[src/rtl/vram_ctrl_pkg.sv]
// rtl/vram_ctrl_pkg.sv - shared video RAM controller constants and arbiter state type
package vram_ctrl_pkg;

  localparam int VRAM_ADDR_W = 10;
  localparam int VRAM_DATA_W = 16;
  localparam int VRAM_DEPTH  = 1024;

  // Write-port arbiter state, shared with future scan-out/sprite controllers
  typedef enum logic {
    IDLE = 1'b0,
    FILL = 1'b1
  } arb_state_e;

endpackage

[src/rtl/vram_write_arbiter_if.sv]
// rtl/vram_write_arbiter_if.sv - host single-word write handshake into the VRAM arbiter
interface vram_write_arbiter_if
  import vram_ctrl_pkg::*;
#(
  parameter int ADDR_W = VRAM_ADDR_W,
  parameter int DATA_W = VRAM_DATA_W
);

  logic              host_valid;
  logic [ADDR_W-1:0] host_addr;
  logic [DATA_W-1:0] host_data;
  logic              host_ready;

  // Host bus logic drives requests
  modport master (
    output host_valid,
    output host_addr,
    output host_data,
    input  host_ready
  );

  // Arbiter accepts requests
  modport slave (
    input  host_valid,
    input  host_addr,
    input  host_data,
    output host_ready
  );

endinterface

[src/rtl/vram_write_arbiter.sv]
// rtl/vram_write_arbiter.sv - shares the VRAM write port between host writes and a screen fill engine
module vram_write_arbiter
  import vram_ctrl_pkg::*;
#(
  parameter int ADDR_W         = VRAM_ADDR_W,
  parameter int DATA_W         = VRAM_DATA_W,
  parameter int HOST_BURST_MAX = 4
) (
  input  logic                 clk,
  input  logic                 reset_n,
  vram_write_arbiter_if.slave  host,
  input  logic                 fill_start,
  input  logic                 fill_abort,
  input  logic [DATA_W-1:0]    fill_value,
  output logic                 fill_busy,
  output logic                 fill_done,
  output logic                 ram_ce,
  output logic [ADDR_W-1:0]    ram_ad,
  output logic [DATA_W-1:0]    ram_di
);

  localparam int                  STREAK_W   = $clog2(HOST_BURST_MAX + 1);
  localparam logic [STREAK_W-1:0] STREAK_MAX = STREAK_W'(HOST_BURST_MAX);
  localparam logic [ADDR_W-1:0]   LAST_ADDR  = '1;

  arb_state_e          state;
  logic [ADDR_W-1:0]   fill_ptr;
  logic [DATA_W-1:0]   fill_val;
  logic [STREAK_W-1:0] streak;
  logic                host_ready_int;
  logic                host_xfer;

  // Host may go whenever no fill runs, or while its burst allowance lasts;
  // depends on registered state only so the host never sees a comb loop
  always_comb begin
    host_ready_int = (state == IDLE) || (streak < STREAK_MAX);
    host_xfer      = host.host_valid && host_ready_int;
  end

  assign host.host_ready = host_ready_int;

  // Slot arbitration, fill sequencer and registered RAM write port
  always_ff @(posedge clk or negedge reset_n) begin
    if (!reset_n) begin
      state     <= IDLE;
      fill_ptr  <= '0;
      fill_val  <= '0;
      streak    <= '0;
      fill_busy <= 1'b0;
      fill_done <= 1'b0;
      ram_ce    <= 1'b0;
      ram_ad    <= '0;
      ram_di    <= '0;
    end else begin
      ram_ce    <= 1'b0;
      fill_done <= 1'b0;

      // A granted host write always lands, including on an abort cycle
      if (host_xfer) begin
        ram_ce <= 1'b1;
        ram_ad <= host.host_addr;
        ram_di <= host.host_data;
      end

      case (state)
        IDLE: begin
          // Abort in the same cycle cancels the start request
          if (fill_start && !fill_abort) begin
            state     <= FILL;
            fill_val  <= fill_value;
            fill_ptr  <= '0;
            streak    <= '0;
            fill_busy <= 1'b1;
          end
        end

        FILL: begin
          if (fill_abort) begin
            state     <= IDLE;
            streak    <= '0;
            fill_busy <= 1'b0;
          end else if (host_xfer) begin
            if (streak < STREAK_MAX) begin
              streak <= streak + 1'b1;
            end
          end else begin
            // Slot not taken by the host belongs to the fill engine
            ram_ce   <= 1'b1;
            ram_ad   <= fill_ptr;
            ram_di   <= fill_val;
            fill_ptr <= fill_ptr + 1'b1;
            streak   <= '0;
            if (fill_ptr == LAST_ADDR) begin
              state     <= IDLE;
              fill_busy <= 1'b0;
              fill_done <= 1'b1;
            end
          end
        end

        default: state <= IDLE;
      endcase
    end
  end

endmodule
[src/flat_wrapper.sv]
// flat-port wrapper written by rule: the top's interface ports become plain ports
module vram_write_arbiter_flat import vram_ctrl_pkg::*;
#(
  parameter int ADDR_W         = VRAM_ADDR_W,
  parameter int DATA_W         = VRAM_DATA_W,
  parameter int HOST_BURST_MAX = 4
)
  (clk, reset_n, fill_start, fill_abort, fill_value, fill_busy, fill_done, ram_ce, ram_ad, ram_di, host_host_valid, host_host_addr, host_host_data, host_host_ready);
  vram_write_arbiter_if #(.ADDR_W(ADDR_W), .DATA_W(DATA_W)) host_i ();
  input  logic clk;
  input  logic reset_n;
  input  logic fill_start;
  input  logic fill_abort;
  input  logic [DATA_W-1:0] fill_value;
  output logic fill_busy;
  output logic fill_done;
  output logic ram_ce;
  output logic [ADDR_W-1:0] ram_ad;
  output logic [DATA_W-1:0] ram_di;
  input wire logic [$bits(host_i.host_valid)-1:0] host_host_valid;
  input wire logic [$bits(host_i.host_addr)-1:0] host_host_addr;
  input wire logic [$bits(host_i.host_data)-1:0] host_host_data;
  output wire logic [$bits(host_i.host_ready)-1:0] host_host_ready;
  assign host_i.host_valid = host_host_valid;
  assign host_i.host_addr = host_host_addr;
  assign host_i.host_data = host_host_data;
  assign host_host_ready = host_i.host_ready;
  vram_write_arbiter #(.ADDR_W(ADDR_W), .DATA_W(DATA_W), .HOST_BURST_MAX(HOST_BURST_MAX)) u_core (.clk(clk), .reset_n(reset_n), .host(host_i), .fill_start(fill_start), .fill_abort(fill_abort), .fill_value(fill_value), .fill_busy(fill_busy), .fill_done(fill_done), .ram_ce(ram_ce), .ram_ad(ram_ad), .ram_di(ram_di));
endmodule
[config.mk]
export PLATFORM = sky130hd
export DESIGN_NAME = vram_write_arbiter_flat
export DESIGN_NICKNAME = d
export VERILOG_FILES = /design/src/rtl/vram_ctrl_pkg.sv /design/src/rtl/vram_write_arbiter_if.sv /design/src/rtl/vram_write_arbiter.sv /design/src/flat_wrapper.sv
export SDC_FILE = /design/constraint.sdc
export NUM_CORES = 1
export LEC_CHECK = 0
export BUFFER_PORTS_ARGS = -buffer_cell sky130_fd_sc_hd__buf_2
export CELL_PAD_IN_SITES_DETAIL_PLACEMENT = 2
export CELL_PAD_IN_SITES_GLOBAL_PLACEMENT = 2
export CORE_ASPECT_RATIO = 0.7
export CORE_MARGIN = 2
export CORE_UTILIZATION = 29
export CTS_CLUSTER_DIAMETER = 150
export DETAILED_ROUTE_END_ITERATION = 8
export MAX_ROUTING_LAYER = met4
export PLACE_DENSITY = 0.73
export SYNTH_ARGS = -nofsm -noshare
export SYNTH_HDL_FRONTEND = slang
export SYNTH_SLANG_ARGS = --single-unit
[constraint.sdc]
create_clock -name clk -period 1.7 [get_ports clk]
set_clock_uncertainty 0.2 [all_clocks]
set_input_delay 0.255 -clock clk [delete_from_list [all_inputs] [get_ports clk]]
set_output_delay 0.255 -clock clk [all_outputs]
set_load 0.01 [all_outputs]
==> run_summary.xml, run 1 <==
<?xml version="1.0" encoding="UTF-8"?>
<metrics>
  <group name="synth">
    <metric name="syn-cell-area" unit="um^2">2713</metric>
    <metric name="synth_top_area_cell" unit="">sky130_fd_sc_hd__dfrtp_1</metric>
    <metric name="yosys_most_used_dff" unit="">sky130_fd_sc_hd__dfrtp_1</metric>
    <metric name="synth_cell_type_count" unit="">39</metric>
    <metric name="synth-compound-area-share" unit="">0.08810</metric>
    <metric name="synth_warnings" unit="">0</metric>
    <metric name="post_synth_xor_area_fraction" unit="">0.01614</metric>
    <metric name="postSynthAreaPerCell" unit="um^2">11.69</metric>
    <metric name="syn-instance-count" unit="">232</metric>
    <metric name="netlist_top_cells_area" unit="">sky130_fd_sc_hd__dfrtp_1 54%, sky130_fd_sc_hd__mux2i_1 9.6%, sky130_fd_sc_hd__mux2_2 6.6%</metric>
    <metric name="yosys.area_share.simple" unit="">0.1365</metric>
    <metric name="synthesis.nets" unit="">281</metric>
    <metric name="synth-seq-area-share" unit="">0.5443</metric>
    <metric name="post_synth_fa_ha_maj_area_fraction" unit="">0.009225</metric>
    <metric name="ys_ff_latch" unit="">59</metric>
    <metric name="synth_enable_flop_cells" unit="">0</metric>
    <metric name="yosysTopAreaCellShare" unit="">0.5443</metric>
    <metric name="yosys-mux-area-fraction" unit="">0.1624</metric>
    <metric name="async_flop_share" unit="">1.000</metric>
    <metric name="dominant_combinational_cell_family_by_area_after_synthesis" unit="">multiplexers</metric>
  </group>
  <group name="run_status">
    <metric name="run_status" unit="">complete, no violations</metric>
  </group>
  <group name="finish">
    <metric name="num-fill-cells" unit="">953</metric>
    <metric name="areaGrowthSynthToFinish" unit="%">49.49</metric>
    <metric name="layout_common_cells" unit="">76 x sky130_fd_sc_hd__buf_2, 57 x sky130_fd_sc_hd__dfrtp_1, 42 x sky130_fd_sc_hd__dlygate4sd3_1</metric>
    <metric name="antenna_cells" unit="">0</metric>
    <metric name="final_common_cell" unit="">sky130_fd_sc_hd__buf_2</metric>
    <metric name="post_layout_nonfiller_instances" unit="">493</metric>
    <metric name="post_route_cells_drive_above_1_share" unit="">0.3713</metric>
    <metric name="post-route-cell-area" unit="um^2">4055</metric>
    <metric name="nNetsFinal" unit="">413</metric>
  </group>
  <group name="setup_path">
    <metric name="worst_setup_path_start_kind" unit="">flip-flop</metric>
    <metric name="timing.setup.critical_path_class" unit="">reg2out</metric>
    <metric name="critical_path_launch_point" unit="">u_core.state</metric>
    <metric name="setup.worst_path.end_class" unit="">primary output</metric>
    <metric name="worst-path-max-fanout" unit="">8</metric>
    <metric name="crit_required" unit="ns">1.24</metric>
    <metric name="timing.rr.start" unit="">u_core.state</metric>
    <metric name="cp_data_arrival_time" unit="ns">1.18</metric>
  </group>
  <group name="floorplan">
    <metric name="initial_core_util" unit="">0.2990</metric>
    <metric name="core-area" unit="um^2">9071</metric>
    <metric name="placementRows" unit="">29</metric>
    <metric name="die-area" unit="um^2">10160</metric>
    <metric name="die_w" unit="um">119.6</metric>
    <metric name="die_span_y" unit="um">84.92</metric>
    <metric name="design.portCount" unit="">77</metric>
  </group>
  <group name="place">
    <metric name="dpl_worst_slack" unit="ns">-0.03753</metric>
    <metric name="post-place-cells" unit="">435</metric>
    <metric name="place.port_buffers" unit="">76</metric>
    <metric name="dpl_wire_length" unit="um">5359</metric>
    <metric name="detailed_place.area" unit="um^2">3329</metric>
    <metric name="gp_congestion" unit="">0.8434</metric>
  </group>
  <group name="pwr">
    <metric name="cellLeakagePower" unit="nW">1.904</metric>
    <metric name="irDropWorstVdd" unit="mV">0.4254</metric>
    <metric name="power_density" unit="nW/um^2">1069</metric>
  </group>
  <group name="global_route">
    <metric name="grt_use_met1" unit="">0.2281</metric>
    <metric name="top_usage_layer" unit="">met2</metric>
    <metric name="grt_util_all_layers" unit="">0.1832</metric>
    <metric name="grtUsageMet2" unit="">0.2883</metric>
    <metric name="largest_net_degree_at_the_start_of_global_routing" unit="">60</metric>
    <metric name="gr-usage-met3" unit="">0.04772</metric>
    <metric name="grt_first_pass_wirelength" unit="um">13660</metric>
    <metric name="antenna_found_initial" unit="">0</metric>
    <metric name="globalRoute.totalOverflow" unit="">0</metric>
    <metric name="vias_in_the_first_global_route" unit="">2536</metric>
  </group>
  <group name="timing">
    <metric name="setup_repair_after_global_routing_missed_its_margin" unit="">no</metric>
    <metric name="whs" unit="ns">0.003697</metric>
    <metric name="finalHoldViolations" unit="">0</metric>
    <metric name="slew_headroom" unit="">0.7750</metric>
    <metric name="slew_viol_final" unit="">0</metric>
    <metric name="worstMarginPinSlew" unit="ns">0.3375</metric>
    <metric name="layout_setup_ws" unit="ns">0.06300</metric>
    <metric name="final_min_period_over_clock_period" unit="">0.9629</metric>
    <metric name="setup_violations" unit="">0</metric>
    <metric name="period_minus_slack" unit="ns">1.637</metric>
    <metric name="peak_clock_frequency_supported_by_timing" unit="MHz">610.9</metric>
  </group>
  <group name="clock_network">
    <metric name="cts_root_buffer" unit="">sky130_fd_sc_hd__clkbuf_16</metric>
    <metric name="tritoncts" unit="">done</metric>
    <metric name="cts_setup_buffers" unit="">0</metric>
    <metric name="ctsHtreeMaxLevel" unit="">3</metric>
    <metric name="clkTransAtPathRegs" unit="ns">0.05</metric>
    <metric name="clock_sink_count" unit="">59</metric>
    <metric name="clock_latency" unit="ns">0.33</metric>
    <metric name="clock_path_buffers" unit="">2</metric>
    <metric name="cts_made_buffers" unit="">9</metric>
  </group>
  <group name="drt">
    <metric name="wl_per_cell" unit="um">16.85</metric>
    <metric name="detail_route.drc_violations" unit="">0</metric>
    <metric name="drt_pre_antenna_iters" unit="">5</metric>
    <metric name="postRouteAntennaNets" unit="">0</metric>
    <metric name="post_drt_via_cell_ratio" unit="">4.649</metric>
    <metric name="wl" unit="um">8307</metric>
    <metric name="first_iter_violations" unit="">109</metric>
    <metric name="vias" unit="">2292</metric>
  </group>
  <group name="hold_path">
    <metric name="timing.hold.worst.class" unit="">in2reg</metric>
    <metric name="hold_path.startpoint" unit="">host_host_data[3]</metric>
  </group>
  <group name="flow_run">
    <metric name="drv.max_cap_violation_count" unit="">0</metric>
  </group>
</metrics>
## kinds of logic (layout without fill, tap and decap cells)
logic type,Yosys count,count (layout)
muxes,42,42
AOI/OAI and AO/OA,40,40
buffers and inverters,16,153
xor gates and xnor gates,5,5
and+or+nand+nor,68,68
adders and majority gates,2,2
DFF,59,59
## registers in the layout, summed over array words and instances, names as in the netlist
signal	count
u_core.fill_val	16
u_core.ram_di	16
u_core.fill_ptr	10
u_core.ram_ad	10
u_core.streak	3
u_core.fill_busy	1
u_core.fill_done	1
u_core.ram_ce	1
u_core.state	1
## stage by stage
stage / total power, W / utilization / setup TNS, ns
floorplan: 0.002109 / - / 0
global placement: 0.002409 / 0.3670 / 0
detailed placement: 0.002443 / 0.3670 / -0.1035
CTS: 0.004369 / 0.4450 / 0
global route: 0.004544 / 0.4470 / 0
finish: 0.004336 / 0.4470 / 0
## final timing paths
| check | to | slack, ns | cells past startpoint |
|---|---|---|---|
| worst min register to register | u_core.streak[1] | 0.30 | 1 |
| max in group asynchronous | u_core.fill_ptr[5] | 0.74 | 3 |
| min in group asynchronous | u_core.ram_di[0] | 0.25 | 3 |
| worst min-delay path | u_core.ram_di[3] | 0.004 | 3 |
| worst max-delay path | host_host_ready | 0.06 | 3 |
| worst max register to register | u_core.fill_ptr[9] | 0.07 | 4 |
## power by group
| part | switching, W | total, W | internal (W) |
|---|---|---|---|
| Clock | 0.000657 | 0.00182 | 0.00117 |
| Sequential | 0.000154 | 0.00175 | 0.00160 |
| Combinational | 0.000352 | 0.000760 | 0.000408 |
## Yosys cell counts (3+ instances only)
master                     count
sky130_fd_sc_hd__buf_2         4
sky130_fd_sc_hd__dfrtp_1      59
sky130_fd_sc_hd__mux2_2       16
sky130_fd_sc_hd__nor2_1       12
sky130_fd_sc_hd__nand2_1      31
sky130_fd_sc_hd__and2_1        4
sky130_fd_sc_hd__mux2i_1      26
sky130_fd_sc_hd__buf_6         7
sky130_fd_sc_hd__xnor2_1       3
sky130_fd_sc_hd__o21ai_0      28
sky130_fd_sc_hd__clkbuf_1      3
sky130_fd_sc_hd__nand4_1       4
## per-layer routing
metal,vias up,wire (um)
met2,65,3919
li1,1079,-
met3,12,383
met4,0,142
met5,-,0
met1,1136,3861
## worst max-delay path, stage by stage, from the launching register on
cell	delay (ns)
sky130_fd_sc_hd__dfrtp_2	0.49
sky130_fd_sc_hd__nand2_2	0.10
sky130_fd_sc_hd__buf_4	0.14
sky130_fd_sc_hd__buf_2	0.13
## final cells by class
cell class,count,area [um^2],share of cell area
Clock buffer,11,242.7,0.05986
Clock inverter,5,52.55,0.01296
Inverter,2,7.507,0.001851
Multi-Input combinational cell,157,1127,0.2780
Sequential cell,59,1479,0.3647
Tap cell,124,155.1,0.03826
Timing Repair Buffer,135,991.0,0.2444
## what timing repair did
action | 4_1_cts | 5_1_grt
pin swaps | 0 | 3
resized for setup | 1 | 4
setup endpoints to repair | 8 | 7
hold buffers | 41 | 1
hold endpoints to repair | 99 | 1
Power figures use the tool's default switching activity.
==> run 2, diff against run 1 <==
Settings changed: ABC_AREA from default to 1, CORE_UTILIZATION 29 to 27, PLACE_DENSITY 0.73 to 0.75.
==> run_summary.xml, run 2 <==
<?xml version="1.0" encoding="UTF-8"?>
<metrics>
  <group name="drt">
    <metric name="wl" unit="um">8978</metric>
    <metric name="met3_length" unit="um">473</metric>
    <metric name="drt_pre_antenna_iters" unit="">4</metric>
    <metric name="wl_per_cell" unit="um">16.84</metric>
    <metric name="post_drt_via_cell_ratio" unit="">4.625</metric>
    <metric name="postRouteAntennaNets" unit="">0</metric>
    <metric name="wirelength_met1" unit="um">4003</metric>
    <metric name="dr_wl_met2" unit="um">4407</metric>
    <metric name="first_iter_violations" unit="">74</metric>
    <metric name="vias" unit="">2465</metric>
    <metric name="detail_route.drc_violations" unit="">0</metric>
    <metric name="route.top_layer_used" unit="">met4</metric>
  </group>
  <group name="setup_path">
    <metric name="timing.rr.start" unit="">u_core.fill_ptr[0]</metric>
    <metric name="timing.rr.end" unit="">u_core.fill_ptr[8]</metric>
    <metric name="r2r_setup_slack" unit="ns">0.14</metric>
    <metric name="setup.worst_path.end_class" unit="">flip-flop</metric>
    <metric name="crit_required" unit="ns">1.71</metric>
    <metric name="cp_data_arrival_time" unit="ns">1.57</metric>
    <metric name="path_common_cell" unit="">sky130_fd_sc_hd__nand2_1</metric>
    <metric name="crit_path_cell_trace" unit="">ha_2, nand2_1, nor2_4, nand2_2, nor2_2, nand2_1, nand2_1, nor2_1</metric>
    <metric name="cell_with_the_biggest_individual_delay_on_the_critical_path" unit="">sky130_fd_sc_hd__dfrtp_1</metric>
    <metric name="worst_setup_path_start_kind" unit="">flip-flop</metric>
    <metric name="timing.setup.critical_path_class" unit="">reg2reg</metric>
    <metric name="maximum_cell_stage_delay_along_the_critical_path" unit="ns">0.39</metric>
    <metric name="worst-path-max-fanout" unit="">4</metric>
    <metric name="rr_worst_depth" unit="">8</metric>
  </group>
  <group name="timing">
    <metric name="period_minus_slack" unit="ns">1.558</metric>
    <metric name="worstMarginPinSlew" unit="ns">0.3962</metric>
    <metric name="slew_headroom" unit="">0.7359</metric>
    <metric name="slew_viol_final" unit="">0</metric>
    <metric name="finalSetupTns" unit="ns">0</metric>
    <metric name="finalHoldViolations" unit="">1</metric>
    <metric name="setup_repair_after_global_routing_missed_its_margin" unit="">no</metric>
    <metric name="final_min_period_over_clock_period" unit="">0.9162</metric>
    <metric name="setup_violations" unit="">0</metric>
    <metric name="peak_clock_frequency_supported_by_timing" unit="MHz">642.0</metric>
    <metric name="whs" unit="ns">-0.003092</metric>
  </group>
  <group name="synth">
    <metric name="synth_top_area_cell" unit="">sky130_fd_sc_hd__dfrtp_1</metric>
    <metric name="synth_enable_flop_cells" unit="">0</metric>
    <metric name="netlist_top_cells_area" unit="">sky130_fd_sc_hd__dfrtp_1 57%, sky130_fd_sc_hd__nand2_1 14%, sky130_fd_sc_hd__nor2_1 4.8%</metric>
    <metric name="synthesis.nets" unit="">340</metric>
    <metric name="synth_cell_type_count" unit="">27</metric>
    <metric name="ys_ff_latch" unit="">59</metric>
    <metric name="synth-seq-area-share" unit="">0.5720</metric>
    <metric name="synthMostInstantiatedCell" unit="">sky130_fd_sc_hd__nand2_1</metric>
    <metric name="postSynthAreaPerCell" unit="um^2">8.870</metric>
    <metric name="async_flop_share" unit="">1.000</metric>
    <metric name="syn-instance-count" unit="">291</metric>
    <metric name="synth_warnings" unit="">0</metric>
    <metric name="syn-cell-area" unit="um^2">2581</metric>
    <metric name="yosysTopAreaCellShare" unit="">0.5720</metric>
    <metric name="yosys_most_used_dff" unit="">sky130_fd_sc_hd__dfrtp_1</metric>
    <metric name="synth.top_cells.by_count" unit="">96 x sky130_fd_sc_hd__nand2_1, 59 x sky130_fd_sc_hd__dfrtp_1, 33 x sky130_fd_sc_hd__nor2_1</metric>
  </group>
  <group name="finish">
    <metric name="multiInputGateArea" unit="um^2">989.7</metric>
    <metric name="nNetsFinal" unit="">454</metric>
    <metric name="seq_area" unit="um^2">1476</metric>
    <metric name="areaGrowthSynthToFinish" unit="%">44.84</metric>
    <metric name="post_route_cells_drive_above_1_share" unit="">0.2885</metric>
    <metric name="num-fill-cells" unit="">1014</metric>
    <metric name="top_regs" unit="">u_core.fill_val: 16 flops, u_core.ram_di: 16 flops</metric>
    <metric name="layout_common_cells" unit="">95 x sky130_fd_sc_hd__nand2_1, 76 x sky130_fd_sc_hd__buf_2, 59 x sky130_fd_sc_hd__dfrtp_1</metric>
    <metric name="final_common_cell" unit="">sky130_fd_sc_hd__nand2_1</metric>
    <metric name="antenna_cells" unit="">0</metric>
  </group>
  <group name="flow_run">
    <metric name="drv.max_cap_violation_count" unit="">0</metric>
  </group>
  <group name="pwr">
    <metric name="cellLeakagePower" unit="nW">1.867</metric>
    <metric name="power_density" unit="nW/um^2">1105</metric>
    <metric name="irDropWorstVdd" unit="mV">0.4960</metric>
    <metric name="report.power.total" unit="W">0.004131</metric>
  </group>
  <group name="global_route">
    <metric name="largest_net_degree_at_the_start_of_global_routing" unit="">47</metric>
    <metric name="grt_util_all_layers" unit="">0.1973</metric>
    <metric name="vias_in_the_first_global_route" unit="">2867</metric>
    <metric name="grt_first_pass_wirelength" unit="um">15010</metric>
    <metric name="globalRoute.totalOverflow" unit="">0</metric>
    <metric name="antenna_found_initial" unit="">0</metric>
  </group>
  <group name="hold_path">
    <metric name="hold-path-endpoint" unit="">u_core.fill_val[1]</metric>
    <metric name="holdPathStages" unit="">3</metric>
    <metric name="timing.hold.worst.class" unit="">in2reg</metric>
    <metric name="hold_path.startpoint" unit="">fill_value[1]</metric>
  </group>
  <group name="clock_network">
    <metric name="tritoncts" unit="">done</metric>
    <metric name="ctsHtreeMaxLevel" unit="">3</metric>
    <metric name="clock_path_buffers" unit="">2</metric>
    <metric name="clkTransAtPathRegs" unit="ns">0.05</metric>
    <metric name="cts_made_buffers" unit="">9</metric>
    <metric name="cts_setup_buffers" unit="">0</metric>
    <metric name="clock_latency" unit="ns">0.33</metric>
    <metric name="cts_root_buffer" unit="">sky130_fd_sc_hd__clkbuf_16</metric>
    <metric name="clock_sink_count" unit="">59</metric>
  </group>
  <group name="floorplan">
    <metric name="design.portCount" unit="">77</metric>
    <metric name="placementRows" unit="">29</metric>
    <metric name="die_w" unit="um">120.9</metric>
    <metric name="initial_core_util" unit="">0.2812</metric>
    <metric name="die-area" unit="um^2">10370</metric>
    <metric name="core-area" unit="um^2">9180</metric>
    <metric name="die_span_y" unit="um">85.81</metric>
  </group>
  <group name="place">
    <metric name="gp_congestion" unit="">0.8077</metric>
    <metric name="dpl_wire_length" unit="um">5892</metric>
    <metric name="place.port_buffers" unit="">76</metric>
  </group>
  <group name="run_status">
    <metric name="run_status" unit="">finished with violations</metric>
    <metric name="violated_checks" unit="">negative hold slack</metric>
  </group>
</metrics>
run 2: critical path: cells and delay by family, from the launching register on:
| kind | cells | cell delay [ns] |
|---|---|---|
| AND/OR/NAND/NOR | 7 | 0.63 |
| adder cells (fa/ha/maj) | 1 | 0.23 |
| flip-flops | 1 | 0.39 |
run 2: what timing repair did:
item                                    in CTS  in global routing
hold buffers                                27                  0
pin swaps                                    0                  0
endpoints found under the hold margin       39                  0
gates cloned                                 0                  0
gates resized for setup                      1                  9
endpoints found under the setup margin       2                  7
run 2: worst max-delay path by stage:
stage / start / end / slack, ns / cells past startpoint
2_1_floorplan: u_core.fill_ptr[0] / u_core.fill_busy / 0.25 / 6
3_3_place_gp: u_core.fill_ptr[0] / u_core.fill_busy / 0.13 / 6
3_5_place_dp: u_core.fill_ptr[0] / u_core.fill_busy / 0.004 / 6
4_1_cts: u_core.fill_ptr[0] / u_core.fill_ptr[8] / 0.008 / 8
5_1_grt: u_core.fill_ptr[0] / u_core.fill_ptr[8] / 0.007 / 8
6_report: u_core.fill_ptr[0] / u_core.fill_ptr[8] / 0.14 / 8
run 2: through the flow:
stage | hold slack, ns | setup WS [ns] | instances | instance area, um^2 | util
global route | 0.01654 | 0.007075 | 533 | 3739 | 0.4073
global placement | -0.01397 | 0.1257 | 491 | 3137 | 0.3417
detailed placement | 0.009449 | 0.003859 | 491 | 3137 | 0.3417
floorplan | -0.2406 | 0.2529 | 291 | 2581 | -
finish | -0.003092 | 0.1424 | 533 | 3739 | 0.4073
CTS | 0.002944 | 0.008093 | 533 | 3702 | 0.4033
run 2: where the power goes:
group / leakage [nW] / switching (W) / internal [W]
Clock: 0.146 / 0.000620 / 0.00120
Combinational: 0.991 / 0.000349 / 0.000269
Sequential: 0.730 / 0.000110 / 0.00158
run 2: kinds of logic (layout without fill, tap and decap cells):
family                     after synthesis  in the layout  share of synthesized area
DFF                                     59             59                     0.5720
AOI/OAI and AO/OA                       39             39                    0.08774
adders and majority gates                2              2                   0.009693
buffers and inverters                   30            148                    0.05865
xor gates and xnor gates                 1              1                   0.003394
and+or+nand+nor                        160            160                     0.2685
run 2: layout make-up:
class	instances	share of cell area
sequential	59	0.3949
multi-input combinational	202	0.2647
tap	124	0.04150
clock inverter	2	0.009371
inverter	21	0.02108
clock buffer	13	0.06961
timing repair buffer	112	0.1988
run 2: metal layers:
layer,vias to the layer above,track usage
li1,1173,-
met1,1210,0.2390
met2,70,0.3212
met3,12,0.06117
met4,0,0.05180
met5,-,-
==> run 3, diff against run 2 <==
Settings changed: CORE_ASPECT_RATIO 0.7 to default.
==> run_summary.xml, run 3 (synthesis gave the netlist of run 2 again) <==
<?xml version="1.0" encoding="UTF-8"?>
<metrics>
  <group name="floorplan">
    <metric name="die_w" unit="um">101.8</metric>
    <metric name="design.portCount" unit="">77</metric>
    <metric name="core-area" unit="um^2">9240</metric>
    <metric name="die_span_y" unit="um">101.8</metric>
    <metric name="placementRows" unit="">35</metric>
    <metric name="die-area" unit="um^2">10360</metric>
    <metric name="initial_core_util" unit="">0.2794</metric>
  </group>
  <group name="clock_network">
    <metric name="cts_made_buffers" unit="">9</metric>
    <metric name="clkTransAtPathRegs" unit="ns">0.07</metric>
    <metric name="tritoncts" unit="">done</metric>
    <metric name="cts_setup_buffers" unit="">0</metric>
    <metric name="ctsHtreeMaxLevel" unit="">3</metric>
    <metric name="clock_path_buffers" unit="">2</metric>
    <metric name="clock_sink_count" unit="">59</metric>
    <metric name="clock_latency" unit="ns">0.36</metric>
    <metric name="cts_root_buffer" unit="">sky130_fd_sc_hd__clkbuf_8</metric>
  </group>
  <group name="global_route">
    <metric name="largest_net_degree_at_the_start_of_global_routing" unit="">60</metric>
    <metric name="gr-usage-met3" unit="">0.02484</metric>
    <metric name="grtUsageMet2" unit="">0.3330</metric>
    <metric name="grt_use_met1" unit="">0.2141</metric>
    <metric name="grt_util_all_layers" unit="">0.1904</metric>
    <metric name="globalRoute.totalOverflow" unit="">0</metric>
    <metric name="grt_first_pass_wirelength" unit="um">14270</metric>
    <metric name="antenna_found_initial" unit="">0</metric>
    <metric name="vias_in_the_first_global_route" unit="">2849</metric>
    <metric name="top_usage_layer" unit="">met2</metric>
  </group>
  <group name="timing">
    <metric name="worstMarginPinSlew" unit="ns">0.3267</metric>
    <metric name="whs" unit="ns">0.01542</metric>
    <metric name="finalHoldViolations" unit="">0</metric>
    <metric name="slew_headroom" unit="">0.7822</metric>
    <metric name="final_min_period_over_clock_period" unit="">0.9217</metric>
    <metric name="peak_clock_frequency_supported_by_timing" unit="MHz">638.2</metric>
    <metric name="period_minus_slack" unit="ns">1.567</metric>
    <metric name="slew_viol_final" unit="">0</metric>
    <metric name="layout_setup_ws" unit="ns">0.1331</metric>
    <metric name="setup_repair_after_global_routing_missed_its_margin" unit="">yes</metric>
    <metric name="setup_violations" unit="">0</metric>
  </group>
  <group name="pwr">
    <metric name="cellLeakagePower" unit="nW">1.884</metric>
    <metric name="irDropWorstVdd" unit="mV">0.4322</metric>
    <metric name="power_density" unit="nW/um^2">967.0</metric>
  </group>
  <group name="run_status">
    <metric name="run_status" unit="">complete, no violations</metric>
  </group>
  <group name="setup_path">
    <metric name="worst_setup_path_start_kind" unit="">flip-flop</metric>
    <metric name="timing.rr.start" unit="">u_core.fill_ptr[1]</metric>
    <metric name="crit_required" unit="ns">1.73</metric>
    <metric name="cp_data_arrival_time" unit="ns">1.59</metric>
    <metric name="timing.setup.critical_path_class" unit="">reg2reg</metric>
    <metric name="setup.worst_path.end_class" unit="">flip-flop</metric>
    <metric name="worst-path-max-fanout" unit="">4</metric>
    <metric name="critical_path_launch_point" unit="">u_core.fill_ptr[1]</metric>
  </group>
  <group name="finish">
    <metric name="layout_common_cells" unit="">96 x sky130_fd_sc_hd__nand2_1, 76 x sky130_fd_sc_hd__buf_2, 59 x sky130_fd_sc_hd__dfrtp_1</metric>
    <metric name="post_layout_nonfiller_instances" unit="">554</metric>
    <metric name="nNetsFinal" unit="">469</metric>
    <metric name="top_regs" unit="">u_core.fill_val: 16 flops, u_core.ram_di: 16 flops</metric>
    <metric name="antenna_cells" unit="">0</metric>
    <metric name="post-route-cell-area" unit="um^2">3784</metric>
    <metric name="post_route_cells_drive_above_1_share" unit="">0.2824</metric>
    <metric name="areaGrowthSynthToFinish" unit="%">46.58</metric>
    <metric name="final_common_cell" unit="">sky130_fd_sc_hd__nand2_1</metric>
  </group>
  <group name="drt">
    <metric name="drt_pre_antenna_iters" unit="">4</metric>
    <metric name="vias" unit="">2538</metric>
    <metric name="post_drt_via_cell_ratio" unit="">4.581</metric>
    <metric name="postRouteAntennaNets" unit="">0</metric>
    <metric name="first_iter_violations" unit="">36</metric>
    <metric name="wl_per_cell" unit="um">15.95</metric>
    <metric name="wl" unit="um">8839</metric>
    <metric name="detail_route.drc_violations" unit="">0</metric>
  </group>
  <group name="place">
    <metric name="dpl_wire_length" unit="um">5706</metric>
    <metric name="post-place-cells" unit="">498</metric>
    <metric name="detailed_place.area" unit="um^2">3158</metric>
    <metric name="place.port_buffers" unit="">76</metric>
    <metric name="gp_congestion" unit="">0.7456</metric>
    <metric name="dpl_worst_slack" unit="ns">-0.01337</metric>
  </group>
  <group name="flow_run">
    <metric name="drv.max_cap_violation_count" unit="">0</metric>
  </group>
  <group name="hold_path">
    <metric name="hold_path.startpoint" unit="">host_host_addr[5]</metric>
    <metric name="timing.hold.worst.class" unit="">in2reg</metric>
  </group>
</metrics>
run 3: changes by cell type in the layout (fill, tap and decap cells not counted), moves of 2 or more:
cell                            previous run  this run
sky130_fd_sc_hd__dlygate4sd3_1            27        40
sky130_fd_sc_hd__clkbuf_16                 9         0
sky130_fd_sc_hd__clkbuf_8                  2        10
sky130_fd_sc_hd__buf_4                     7         9
sky130_fd_sc_hd__clkbuf_1                  2         0
sky130_fd_sc_hd__clkinv_4                  0         2
run 3: per-layer routing:
metal / vias up / share of wire
met5: - / 0
met4: 0 / 0.025
met3: 17 / 0.026
met2: 52 / 0.53
met1: 1267 / 0.42
li1: 1202 / -
run 3: final cells by class:
cell class / count / area (um^2)
tap: 129 / 161.4
clock inverter: 6 / 65.06
inverter: 21 / 78.83
fill: 1037 / 5456
sequential: 59 / 1476
multi-input combinational: 202 / 975.9
timing repair buffer: 127 / 888.4
clock buffer: 10 / 137.6
run 3: path summary, 6_finish.rpt:
check / to / slack [ns] / cells after the start
min reg2reg: u_core.fill_val[4] / 0.28 / 2
max reg2reg: u_core.fill_busy / 0.13 / 6
min: u_core.ram_ad[5] / 0.02 / 3
max: u_core.fill_busy / 0.13 / 6
min in group asynchronous: u_core.ram_di[1] / 0.24 / 3
max in group asynchronous: u_core.fill_val[15] / 0.79 / 3
run 3: timing repair:
action | in CTS | in global routing
cloned | 0 | 0
hold buffers | 40 | 0
endpoints found under the setup margin | 1 | 4
hold endpoints to repair | 98 | 0
gates resized for setup | 1 | 5
run 3: report_power, final:
group          internal, W  switching [W]  leakage [nW]
Sequential         0.00157       0.000111         0.730
Combinational     0.000291       0.000343          1.05
Clock             0.000716       0.000622         0.102
Total              0.00258        0.00108          1.88
run 3: stage by stage:
step / TNS, ns / utilization / total power [W]
after floorplan: 0 / - / 0.001981
after global routing: -0.04201 / 0.4095 / 0.003858
after global placement: 0 / 0.3418 / 0.002239
after CTS: 0 / 0.4070 / 0.003692
after detailed placement: -0.01337 / 0.3418 / 0.002271
final: 0 / 0.4095 / 0.003659
run 3: critical path, cell delays in order (launching register included):
cell and delay [ns]:
sky130_fd_sc_hd__dfrtp_1 0.38, sky130_fd_sc_hd__ha_2 0.23, sky130_fd_sc_hd__nand2_1 0.09, sky130_fd_sc_hd__nor2_2 0.14, sky130_fd_sc_hd__nand2_1 0.13, sky130_fd_sc_hd__o21ai_1 0.20, sky130_fd_sc_hd__a21boi_1 0.08
